[src/rtl/i2c_master.sv]
// i2c_master: single-master I2C register write / register read engine.
// Every bit is four DIVIDER-cycle phases: SCL low, low, high, high. SDA moves
// at the start of phase 0 (START/RESTART/STOP move it in phase 3) and is
// sampled at the end of phase 2.
// Optional feature macro: I2C_CLK_STRETCH_EN. When defined, the phase divider
// freezes while SCL is released but still reads low (slave clock stretching).
// When undefined, scl_i is ignored and bit timing is fixed.
`timescale 1ns/1ps
module i2c_master #(
  parameter int I2C_DATA_WIDTH = 8,
  parameter int REGISTER_WIDTH = 8,
  parameter int ADDRESS_WIDTH  = 7,
  parameter int DIVIDER        = 64
) (
  input  logic                      pclk,
  input  logic                      vb_rst_n,
  input  logic                      i2c_enable,
  input  logic                      i2c_read_write,
  input  logic [I2C_DATA_WIDTH-1:0] i2c_mosi_data,
  input  logic [REGISTER_WIDTH-1:0] i2c_register_address,
  input  logic [ADDRESS_WIDTH-1:0]  i2c_device_address,
  output logic                      i2c_busy,
  output logic [I2C_DATA_WIDTH-1:0] i2c_miso_data,
  output logic                      i2c_ack_error,
  output logic                      scl_oe,
  output logic                      sda_oe,
  input  logic                      scl_i,
  input  logic                      sda_i
);

  typedef enum logic [2:0] {
    IDLE,
    START,
    SEND_BYTE,
    SLAVE_ACK,
    RESTART,
    RECV_BYTE,
    MASTER_NACK,
    STOP
  } state_e;

  localparam logic [9:0] DIV_LAST = 10'(DIVIDER - 1);

  state_e                    state_q, state_d;
  logic [9:0]                div_q, div_d;
  logic [1:0]                phase_q, phase_d;
  logic [2:0]                bit_q, bit_d;
  logic [1:0]                byte_q, byte_d;
  logic [7:0]                tx_q, tx_d;
  logic [7:0]                rx_q, rx_d;
  logic                      rw_q, rw_d;
  logic [I2C_DATA_WIDTH-1:0] data_q, data_d;
  logic [REGISTER_WIDTH-1:0] reg_q, reg_d;
  logic [ADDRESS_WIDTH-1:0]  dev_q, dev_d;
  logic [I2C_DATA_WIDTH-1:0] miso_q, miso_d;
  logic                      ack_err_q, ack_err_d;
  logic                      busy_q, busy_d;
  logic                      scl_oe_q, scl_oe_d;
  logic                      sda_oe_q, sda_oe_d;

  logic hold;
  logic phase_end;
  logic sample_pt;
  logic bit_end;

`ifdef I2C_CLK_STRETCH_EN
  // A slave holding SCL low during the released half of a bit freezes timing.
  assign hold = (state_q != IDLE) && phase_q[1] && !scl_i;
`else
  logic scl_unused;
  assign hold       = 1'b0;
  assign scl_unused = scl_i;
`endif

  assign phase_end = (div_q == DIV_LAST) && !hold;
  assign sample_pt = phase_end && (phase_q == 2'd2);
  assign bit_end   = phase_end && (phase_q == 2'd3);

  // Next-state logic: request capture, bit timing and the byte sequencing.
  always_comb begin
    state_d   = state_q;
    div_d     = div_q;
    phase_d   = phase_q;
    bit_d     = bit_q;
    byte_d    = byte_q;
    tx_d      = tx_q;
    rx_d      = rx_q;
    rw_d      = rw_q;
    data_d    = data_q;
    reg_d     = reg_q;
    dev_d     = dev_q;
    miso_d    = miso_q;
    ack_err_d = ack_err_q;

    if (state_q != IDLE) begin
      if (!hold) begin
        div_d = phase_end ? 10'd0 : div_q + 10'd1;
      end
      if (phase_end) begin
        phase_d = phase_q + 2'd1;
      end
    end

    case (state_q)
      IDLE: begin
        div_d   = 10'd0;
        phase_d = 2'd0;
        bit_d   = 3'd0;
        byte_d  = 2'd0;
        if (i2c_enable) begin
          rw_d      = i2c_read_write;
          data_d    = i2c_mosi_data;
          reg_d     = i2c_register_address;
          dev_d     = i2c_device_address;
          ack_err_d = 1'b0;
          state_d   = START;
        end
      end
      START: begin
        if (bit_end) begin
          tx_d    = {7'(dev_q), 1'b0};
          bit_d   = 3'd0;
          byte_d  = 2'd0;
          state_d = SEND_BYTE;
        end
      end
      RESTART: begin
        if (bit_end) begin
          tx_d    = {7'(dev_q), 1'b1};
          bit_d   = 3'd0;
          byte_d  = 2'd2;
          state_d = SEND_BYTE;
        end
      end
      SEND_BYTE: begin
        if (bit_end) begin
          tx_d  = {tx_q[6:0], 1'b0};
          bit_d = bit_q + 3'd1;
          if (bit_q == 3'd7) begin
            state_d = SLAVE_ACK;
          end
        end
      end
      SLAVE_ACK: begin
        if (sample_pt && sda_i) begin
          ack_err_d = 1'b1;
        end
        if (bit_end) begin
          if (ack_err_q) begin
            state_d = STOP;
          end else begin
            case (byte_q)
              2'd0: begin
                tx_d    = 8'(reg_q);
                byte_d  = 2'd1;
                state_d = SEND_BYTE;
              end
              2'd1: begin
                if (rw_q) begin
                  state_d = RESTART;
                end else begin
                  tx_d    = 8'(data_q);
                  byte_d  = 2'd2;
                  state_d = SEND_BYTE;
                end
              end
              default: begin
                state_d = rw_q ? RECV_BYTE : STOP;
              end
            endcase
          end
        end
      end
      RECV_BYTE: begin
        if (sample_pt) begin
          rx_d = {rx_q[6:0], sda_i};
        end
        if (bit_end) begin
          bit_d = bit_q + 3'd1;
          if (bit_q == 3'd7) begin
            miso_d  = I2C_DATA_WIDTH'(rx_q);
            state_d = MASTER_NACK;
          end
        end
      end
      MASTER_NACK: begin
        if (bit_end) begin
          state_d = STOP;
        end
      end
      STOP: begin
        if (bit_end) begin
          state_d = IDLE;
        end
      end
      default: begin
        state_d = IDLE;
      end
    endcase
  end

  // Line drive for the upcoming cycle, so the pins come straight from flops.
  always_comb begin
    scl_oe_d = 1'b0;
    sda_oe_d = 1'b0;
    busy_d   = (state_d != IDLE);
    case (state_d)
      IDLE: begin
        scl_oe_d = 1'b0;
        sda_oe_d = 1'b0;
      end
      START, RESTART: begin
        scl_oe_d = ~phase_d[1];
        sda_oe_d = (phase_d == 2'd3);
      end
      STOP: begin
        scl_oe_d = ~phase_d[1];
        sda_oe_d = (phase_d != 2'd3);
      end
      SEND_BYTE: begin
        scl_oe_d = ~phase_d[1];
        sda_oe_d = ~tx_d[7];
      end
      default: begin
        scl_oe_d = ~phase_d[1];
        sda_oe_d = 1'b0;
      end
    endcase
  end

  // State and datapath registers; reset drops both lines with no STOP.
  always_ff @(posedge pclk) begin
    if (!vb_rst_n) begin
      state_q   <= IDLE;
      div_q     <= 10'd0;
      phase_q   <= 2'd0;
      bit_q     <= 3'd0;
      byte_q    <= 2'd0;
      tx_q      <= 8'd0;
      rx_q      <= 8'd0;
      rw_q      <= 1'b0;
      data_q    <= '0;
      reg_q     <= '0;
      dev_q     <= '0;
      miso_q    <= '0;
      ack_err_q <= 1'b0;
      busy_q    <= 1'b0;
      scl_oe_q  <= 1'b0;
      sda_oe_q  <= 1'b0;
    end else begin
      state_q   <= state_d;
      div_q     <= div_d;
      phase_q   <= phase_d;
      bit_q     <= bit_d;
      byte_q    <= byte_d;
      tx_q      <= tx_d;
      rx_q      <= rx_d;
      rw_q      <= rw_d;
      data_q    <= data_d;
      reg_q     <= reg_d;
      dev_q     <= dev_d;
      miso_q    <= miso_d;
      ack_err_q <= ack_err_d;
      busy_q    <= busy_d;
      scl_oe_q  <= scl_oe_d;
      sda_oe_q  <= sda_oe_d;
    end
  end

  assign i2c_busy      = busy_q;
  assign i2c_miso_data = miso_q;
  assign i2c_ack_error = ack_err_q;
  assign scl_oe        = scl_oe_q;
  assign sda_oe        = sda_oe_q;

endmodule

[config.mk]
export PLATFORM = sky130hd
export DESIGN_NAME = i2c_master
export DESIGN_NICKNAME = d
export VERILOG_FILES = /design/src/rtl/i2c_master.sv
export SDC_FILE = /design/constraint.sdc
export NUM_CORES = 1
export LEC_CHECK = 0
export ABC_AREA = 0
export BUFFER_PORTS_ARGS = -buffer_cell sky130_fd_sc_hd__buf_2
export CAP_MARGIN = 10
export CORE_MARGIN = 2
export CORE_UTILIZATION = 30
export DETAILED_ROUTE_END_ITERATION = 12
export PLACE_DENSITY = 0.48
export RECOVER_POWER = 50
export SKIP_CTS_REPAIR_TIMING = 1
export SYNTH_ARGS = -nofsm -noshare
export SYNTH_HDL_FRONTEND = slang
export SYNTH_SLANG_ARGS = --single-unit
[constraint.sdc]
create_clock -name pclk -period 2.83 [get_ports pclk]
set_input_delay 0.1415 -clock pclk [delete_from_list [all_inputs] [get_ports pclk]]
set_output_delay 0.1415 -clock pclk [all_outputs]
set_load 0.02 [all_outputs]
==> flow_metrics.tcl, run 1 <==
set metrics [dict create \
    routed_wirelength_microns 7146 \
    route.detailed.drc 0 \
    worstPathArrival_ns 2.72 \
    total_power_mw 1.915 \
    initial_core_util_pct 31.17 \
    die_width_microns 107.8 \
    fill_cells 1134 \
    hold_path.class "in -> reg" \
    final_antenna_net_count 0 \
    diodes 0 \
    rr_startpoint "div_q[9]$_SDFFE_PP0N_" \
    nNetsFinal 461 \
    syn_avg_cell_area_sq_um 8.203 \
    synth.area.top_cells "dfxtp_1, nand2_1, nor2_1" \
    synth_edf_count 0 \
    yosys_warnings 0 \
    crit_fanout 14 \
    tightest_slew_ns 0.8901 \
    ioPinCount 41 \
    grt_use_met2_pct 21.02 \
    synth_common_cells "dfxtp_1, nand2_1, nor2_1, a21oi_1, clkbuf_1" \
    yosys.area.top_type_share_pct 44.60 \
    port_buffers 39 \
    rsz0062_at_grt "false" \
    clock_latency_ns 0.34 \
    grtUsageTotal_pct 13.28 \
    drv_cap 0 \
    firstDrtPassIters 4 \
    cp_data_required_time_ns 3.03 \
    wire_per_inst_microns 12.58 \
    r2r_slack_ns 0.30 \
    htree_levels 3 \
    slew_headroom_pct 40.66 \
    yosys.area.top_type "dfxtp_1" \
    outcome "finished, final reports clean" \
    timing.final.crit_share_pct 89.37 \
    gr-max-usage-layer "met2" \
    fin_crit_ns 2.529 \
    cts.sinks 72 \
    met3_usage_pct 3.027 \
    synth.ff_latch_count 72 \
    ys_seq_area_share_pct 44.60 \
    leakagePower_nw 1.420 \
    synth_cells 394 \
    critPathLaunch "div_q[9]$_SDFFE_PP0N_" \
    peakVddDrop_uv 203.8 \
    grt_max_degree 54 \
    gp_congestion 0.7807 \
    finalSetupTns_ns 0 \
    cp-start-kind "flip-flop" \
    place.detailed.hpwl_microns 4927 \
    slew_viol_final 0 \
    async_flop_share_pct 0 \
    clockBufferDepth 2 \
    grt_pass1_vias 2569 \
    clk_pin_slew_ns 0.08 \
    vias_per_cell 4.785 \
    setup_viol 0 \
    die_y_microns 107.8 \
    criticalPathCategory "reg -> reg" \
    rows 37 \
    vias 2718 \
    use_met1_pct 17.64 \
    numCtsBuffers 9 \
    fp.coreArea_sq_mm 0.01037 \
    skew_ns 0.01101 \
    syn-num-nets 428 \
    synthToLayoutAreaGrowth_pct 14.44 \
    dieArea_sq_mm 0.01162 \
    ys.flop_type "dfxtp_1" \
    cts_tree "built" \
    grt_overflow_total 0 \
    p_per_area_mw_per_mm2 517.8 \
    syn_area_sq_mm 0.003232 \
    yosysMostFrequentCell "dfxtp_1" \
    cts_root_buf "clkbuf_8" \
    fmax_mhz 395.4 \
    hold_path_startpoint "i2c_mosi_data[2]" \
    crit_path_end_kind "flip-flop" \
    yosysUniqueCellTypes 48 \
    antenna_found_initial 0 \
    drt-initial-drc-count 114 \
    grt_pass1_wl_microns 12210 \
    hold_viol 0 \
    drive_above_1_share_pct 13.19 \
]
power breakdown:
group	total, mW	leakage [nW]	switching [mW]	internal, mW
clock	0.725	0.0878	0.390	0.336
combinational	0.134	0.747	0.0844	0.0500
sequential	1.06	0.585	0.0172	1.04
total	1.92	1.42	0.491	1.42
through the flow:
step	instance area [sq um]	std cells	util (%)	hold slack, ns	setup WS, ns
2_1_floorplan	3232	394	-	0.2775	0.5841
3_3_place_gp	3550	552	34.23	0.3825	0.3770
3_5_place_dp	3550	552	34.23	0.3861	0.3817
4_1_cts	3722	568	35.90	0.004923	0.3597
5_1_grt	3699	568	35.67	0.01367	0.1844
6_report	3699	568	35.67	0.02641	0.3009
cells by family after synthesis:
logic type	count (synthesis)	synth area share, %
AND/OR/NAND/NOR	170	24.43
flip-flops	72	44.60
buffers and inverters	37	4.607
multiplexers	18	5.575
adder cells (fa/ha/maj)	7	2.555
AO/OA/AOI/OAI	80	15.52
XOR/XNOR	10	2.710
metal layers:
metal	vias to the layer above	wire, microns
met1	1250	3600
met5	-	0
met3	10	289
met4	0	91
met2	44	3164
li1	1414	-
critical path, cell delays in order (launching register included):
cell     delay (ns)
dfxtp_1        0.33
or4_1          0.61
or4_4          0.57
or4_4          0.51
o21ai_2        0.10
mux2i_1        0.20
nor2_1         0.06
cell usage in the layout (no fill, tap or decap), types with 4 or more instances in the layout:
cell      instances
dfxtp_1          72
nand2_1          70
nor2_1           50
a21oi_1          35
buf_2            27
mux2i_1          18
a22oi_1          14
inv_1            12
o21ai_0          12
clkbuf_1         12
clkbuf_8         10
nand3b_1          8
xnor2_1           7
nor3_1            6
nand4_1           6
ha_1              5
buf_4             5
and3_1            4
clkinv_2          4
path summary, 6_finish.rpt:
check                            to  depth (start not counted)
max          byte_q[0]$_SDFFE_PN0P_                          6
max reg2reg  byte_q[0]$_SDFFE_PN0P_                          6
min          data_q[2]$_SDFFE_PN0P_                          3
min reg2reg   reg_q[6]$_SDFFE_PN0P_                          2
registers in the layout, summed over array words and instances (netlist names):
| signal | cells |
|---|---|
| rw_q | 1 |
| dev_q | 7 |
| bit_q | 3 |
| tx_q | 8 |
| i2c_busy | 1 |
| data_q | 8 |
| sda_oe | 1 |
| state_q | 3 |
| byte_q | 2 |
| i2c_ack_error | 1 |
| phase_q | 2 |
| scl_oe | 1 |
| div_q | 10 |
| reg_q | 8 |
| rx_q | 8 |
| i2c_miso_data | 8 |
area by class of cell:
type | instances | area (sq um) | share of cell area (%)
well taps | 136 | 170.2 | 4.601
inverters | 13 | 48.80 | 1.319
repair buffers | 46 | 227.7 | 6.157
multi-input cells | 285 | 1638 | 44.28
clock buffers | 10 | 137.6 | 3.721
clock inverters | 6 | 35.03 | 0.9472
flip-flops and latches | 72 | 1441 | 38.97
No activity file was read; power rests on OpenSTA's default activity.
==> inputs of run 2 (changes only) <==
Settings changed: CELL_PAD_IN_SITES_DETAIL_PLACEMENT from default to 0, CELL_PAD_IN_SITES_GLOBAL_PLACEMENT from default to 1, CORE_MARGIN 2 to 10, PLACE_DENSITY 0.48 to 0.6.
==> run 2 against run 1 <==
Critical endpoint unchanged. Clock-buffer cell count up 1. Setup slack better by 0.025 ns. Highest routed layer unchanged. Sequential power about the same.
==> flow_metrics.tcl, run 2 (synthesis results as in run 1) <==
set metrics [dict create \
    outcome "finished, final reports clean" \
    switching_power_uw 497.3 \
    cp_data_required_time_ns 3.04 \
    cts_root_buf "clkbuf_8" \
    grt_overflow_total 0 \
    slew_viol_final 0 \
    routed_wirelength_microns 7501 \
    fmax_mhz 399.3 \
    clock_latency_ns 0.35 \
    rsz0062_at_grt "false" \
    antenna_found_initial 0 \
    grt_pass1_vias 2660 \
    peakVddDrop_uv 220.4 \
    crit_slowest_cell "or4_1" \
    final_antenna_net_count 0 \
    clk_pin_slew_ns 0.08 \
    clockPowerShare_pct 40.9 \
    layout_commonest_cell "dfxtp_1" \
    timing.rr.end "byte_q[0]$_SDFFE_PN0P_" \
    fin_crit_ns 2.504 \
    port_buffers 39 \
    clockBufferDepth 2 \
    r2r_slack_ns 0.33 \
    p_comb_share_pct 6.8 \
    skew_ns 0.01109 \
    htree_levels 3 \
    cp-start-kind "flip-flop" \
    vias 2704 \
    cts_tree "built" \
    setup_viol 0 \
    finalSetupTns_ns 0 \
    die_y_microns 123.8 \
    criticalPathCategory "reg -> reg" \
    synthToLayoutAreaGrowth_pct 15.41 \
    route.detailed.drc 0 \
    p_per_area_mw_per_mm2 540.8 \
    critPathMaxStageDelay_ns 0.61 \
    largest-register "div_q" \
    worstPathArrival_ns 2.71 \
    post-route-worst-setup-slack_ns 0.3258 \
    place.detailed.hpwl_microns 5309 \
    hold_depth 3 \
    drt-initial-drc-count 125 \
    path_cells "or4_1, or4_4, or4_4, o21ai_2, mux2i_1, nor2_1" \
    firstDrtPassIters 4 \
    rr_startpoint "div_q[9]$_SDFFE_PP0N_" \
    rows 37 \
    ioPinCount 41 \
    fp.coreArea_sq_mm 0.01042 \
    switching_share_pct 24.65 \
    wire_per_inst_microns 13.18 \
    hold_path.class "in -> reg" \
    final_cell_mix "dfxtp_1, nand2_1, nor2_1, a21oi_1, buf_2" \
    grt_pass1_wl_microns 12900 \
    grt_max_degree 54 \
    timing.final.crit_share_pct 88.49 \
    vias_per_cell 4.752 \
    grtUsageTotal_pct 10.53 \
    dieArea_sq_mm 0.01532 \
    hold_viol 0 \
    largest_register_ffs 10 \
    initial_core_util_pct 31.03 \
    diodes 0 \
    min_to "data_q[1]$_SDFFE_PN0P_" \
    gp_congestion 0.7757 \
    pre_cts_ws_ns 0.3798 \
    crit_fanout 14 \
    crit_path_end_kind "flip-flop" \
    critPathLaunch "div_q[9]$_SDFFE_PP0N_" \
    cpMostUsedCell "or4_4" \
    nNetsFinal 462 \
    share_seq_of_total_power_pct 52.3 \
    hold_path_startpoint "i2c_mosi_data[1]" \
    leakagePower_nw 1.433 \
    cts.sinks 72 \
    drive_above_1_share_pct 12.93 \
    tightest_slew_ns 0.9502 \
    numCtsBuffers 9 \
    slew_headroom_pct 36.66 \
    die_width_microns 123.8 \
    drv_cap 0 \
    r2r_cells 6 \
    p_int_mw 1.520 \
]
[run 2: per-stage QoR]
stage / util (%) / total power, mW / instances / hold slack [ns] / area, sq um
after floorplan: - / 1.169 / 394 / 0.2775 / 3232
after global placement: 34.15 / 1.220 / 553 / 0.3821 / 3557
after detailed placement: 34.15 / 1.221 / 553 / 0.3857 / 3557
after CTS: 36.05 / 2.058 / 569 / 0.003311 / 3755
after global routing: 35.81 / 2.134 / 569 / 0.001652 / 3730
final: 35.81 / 2.017 / 569 / 0.02266 / 3730
[run 2: how the worst max path moves through the flow]
stage	to	depth (start not counted)	slack (ns)
floorplan	byte_q[0]$_SDFFE_PN0P_	6	0.58
global placement	byte_q[0]$_SDFFE_PN0P_	6	0.38
detailed placement	byte_q[0]$_SDFFE_PN0P_	6	0.38
CTS	byte_q[0]$_SDFFE_PN0P_	6	0.37
global route	scl_oe$_SDFF_PP0_	6	0.20
finish	byte_q[0]$_SDFFE_PN0P_	6	0.33
[run 2: power by group through the flow]
stage	logic, mW	clock network (mW)	registers, mW
6_report	0.137	0.825	1.06
5_1_grt	0.159	0.917	1.06
4_1_cts	0.142	0.861	1.06
3_5_place_dp	0.142	0	1.08
3_3_place_gp	0.141	0	1.08
2_1_floorplan	0.0933	0	1.08
[run 2: layout make-up]
type                            count  area (sq um)
Tap cell                          136         170.2
Inverter                           13         48.80
Multi-Input combinational cell    285          1638
Sequential cell                    72          1441
Fill cell                        1130          6686
Clock inverter                      5         56.30
Timing Repair Buffer               47         234.0
Clock buffer                       11         141.4
[run 2: critical path, delay by kind of cell, from the launching register on]
family          cells  cell delay [ns]
simple gates        4             1.74
flops               1             0.33
compound gates      1             0.10
mux                 1             0.20
[run 2: layer usage]
metal,track usage (%),share of wire (%)
met1,13.83,50
met2,15.50,43
met3,3.348,5.7
met4,4.585,1.4
met5,0,0
==> inputs of run 3 (changes only) <==
Settings changed: CORE_ASPECT_RATIO from default to 0.6.
==> run 3 against run 2 <==
Register-to-register slack worse by 0.04 ns. Cell count up 0.35%. Die area up 0.89%. Global-route usage up 0.34 points. Hold slack better by 0.023 ns. Non-clock buffer count down 1. Core utilization up 0.83 points. Critical path depth unchanged. Highest routed layer unchanged.
==> flow_metrics.tcl, run 3 (synthesis results as in run 1) <==
set metrics [dict create \
    outcome "finished, final reports clean" \
    final_cell_mix "dfxtp_1, nand2_1, nor2_1, a21oi_1, buf_2" \
    hold_viol 0 \
    r2r_slack_ns 0.29 \
    diodes 0 \
    clock_latency_ns 0.33 \
    die_y_microns 100.4 \
    clk_pin_slew_ns 0.06 \
    grt_max_degree 54 \
    drive_above_1_share_pct 12.96 \
    numCtsBuffers 9 \
    dieArea_sq_mm 0.01546 \
    leakagePower_nw 1.495 \
    port_buffers 39 \
    initial_core_util_pct 30.61 \
    crit_family "simple AND/OR/NAND/NOR gates" \
    wire_per_inst_microns 14.45 \
    clockBufferDepth 2 \
    setup_viol 0 \
    worstPathArrival_ns 2.72 \
    firstDrtPassIters 4 \
    cpMostUsedCell "or4_4" \
    place.detailed.hpwl_microns 5965 \
    slew_viol_final 0 \
    fin_crit_ns 2.540 \
    cp_num_buf_inv 0 \
    finalSetupTns_ns 0 \
    layout_commonest_cell "dfxtp_1" \
    rows 29 \
    timing.final.crit_share_pct 89.77 \
    vias_per_cell 4.715 \
    hold_path.class "in -> reg" \
    layout.cells.non_filler 571 \
    grtUsageTotal_pct 10.87 \
    slew_headroom_pct 37.59 \
    peakVddDrop_uv 311.8 \
    crit_slowest_cell "or4_1" \
    cp_data_required_time_ns 3.01 \
    rr_startpoint "div_q[6]$_SDFFE_PP0N_" \
    regArea_sq_mm 0.001441 \
    cts_tree "built" \
    criticalPathCategory "reg -> reg" \
    synthToLayoutAreaGrowth_pct 19.71 \
    route.detailed.drc 0 \
    rsz0062_at_grt "false" \
    timing.rr.end "byte_q[0]$_SDFFE_PN0P_" \
    drt-initial-drc-count 128 \
    critPathMaxStageDelay_ns 0.60 \
    fp.coreArea_sq_mm 0.01056 \
    multi_input_area_sq_mm 0.001638 \
    largest_register_ffs 10 \
    hold_depth 3 \
    gp_congestion 0.7470 \
    final_antenna_net_count 0 \
    tightest_slew_ns 0.9361 \
    crit_path_end_kind "flip-flop" \
    htree_levels 3 \
    nNetsFinal 461 \
    cp-start-kind "flip-flop" \
    vias 2692 \
    p_per_area_mw_per_mm2 640.1 \
    fill_cells 1113 \
    place_inst 555 \
    largest-register "div_q" \
    grt_pass1_vias 2679 \
    cts_root_buf "clkbuf_16" \
    drv_cap 0 \
    min_to "dev_q[6]$_SDFFE_PN0P_" \
    antenna_found_initial 0 \
    grt_pass1_wl_microns 13810 \
    path_cells "or4_1, or4_4, or4_4, o21ai_2, mux2i_1, nor2_1" \
    ioPinCount 41 \
    hold_path_startpoint "i2c_device_address[6]" \
    skew_ns 0.007961 \
    crit_fanout 14 \
    cts.sinks 72 \
    r2r_cells 6 \
    die_width_microns 154.0 \
    routed_wirelength_microns 8253 \
    grt_overflow_total 0 \
    fmax_mhz 393.6 \
]
## run 3: changes by cell type in the layout (fill, tap and decap cells not counted)
cell | before | now
clkbuf_8 | 10 | 0
clkbuf_1 | 14 | 13
clkbuf_16 | 0 | 9
clkinv_4 | 1 | 0
bufinv_16 | 1 | 3
## run 3: tightest hold or removal path, stage by stage
cell and delay, ns:
buf_2 0.09, nand2_1 0.04, a21oi_1 0.05
## run 3: worst max path at each step
| stage | from | end | depth (start not counted) |
|---|---|---|---|
| 2_1_floorplan | div_q[9]$_SDFFE_PP0N_ | byte_q[0]$_SDFFE_PN0P_ | 6 |
| 3_3_place_gp | div_q[6]$_SDFFE_PP0N_ | byte_q[0]$_SDFFE_PN0P_ | 6 |
| 3_5_place_dp | div_q[6]$_SDFFE_PP0N_ | byte_q[0]$_SDFFE_PN0P_ | 6 |
| 4_1_cts | div_q[6]$_SDFFE_PP0N_ | byte_q[0]$_SDFFE_PN0P_ | 6 |
| 5_1_grt | div_q[6]$_SDFFE_PP0N_ | byte_q[0]$_SDFFE_PN0P_ | 6 |
| 6_report | div_q[6]$_SDFFE_PP0N_ | byte_q[0]$_SDFFE_PN0P_ | 6 |
## run 3: per-stage QoR
stage               utilization (%)  setup slack [ns]  power [mW]  instance area [sq um]  hold slack, ns
finish                        36.64            0.2896       2.476                   3869         0.04538
detailed placement            33.65            0.3672       1.225                   3553          0.3880
global placement              33.65            0.3804       1.223                   3553          0.3823
CTS                           36.84            0.3563       2.511                   3890         0.03394
global route                  36.64            0.1929       2.575                   3869         0.04233
floorplan                         -            0.5841       1.169                   3232          0.2775
## run 3: routing by layer
layer | wire [microns] | vias to the layer above | global-route usage [%]
met3 | 484 | 7 | 4.227
met4 | 41 | 0 | 2.675
met5 | 0 | - | 0
met1 | 4919 | 1203 | 16.51
li1 | - | 1412 | -
met2 | 2808 | 70 | 13.37
## run 3: layout make-up
cell class                      instances  share of cell area, %
Clock buffer                           10                  5.919
Clock inverter                          6                  2.781
Inverter                               13                  1.261
Multi-Input combinational cell        285                  42.34
Sequential cell                        72                  37.26
Tap cell                              139                  4.495
Timing Repair Buffer                   46                  5.951
## run 3: report_power, final
part	leakage [nW]	switching, mW	internal (mW)
registers	0.585	0.0171	1.04
logic	0.748	0.0920	0.0508
clock network	0.162	0.419	0.858
total	1.50	0.528	1.95
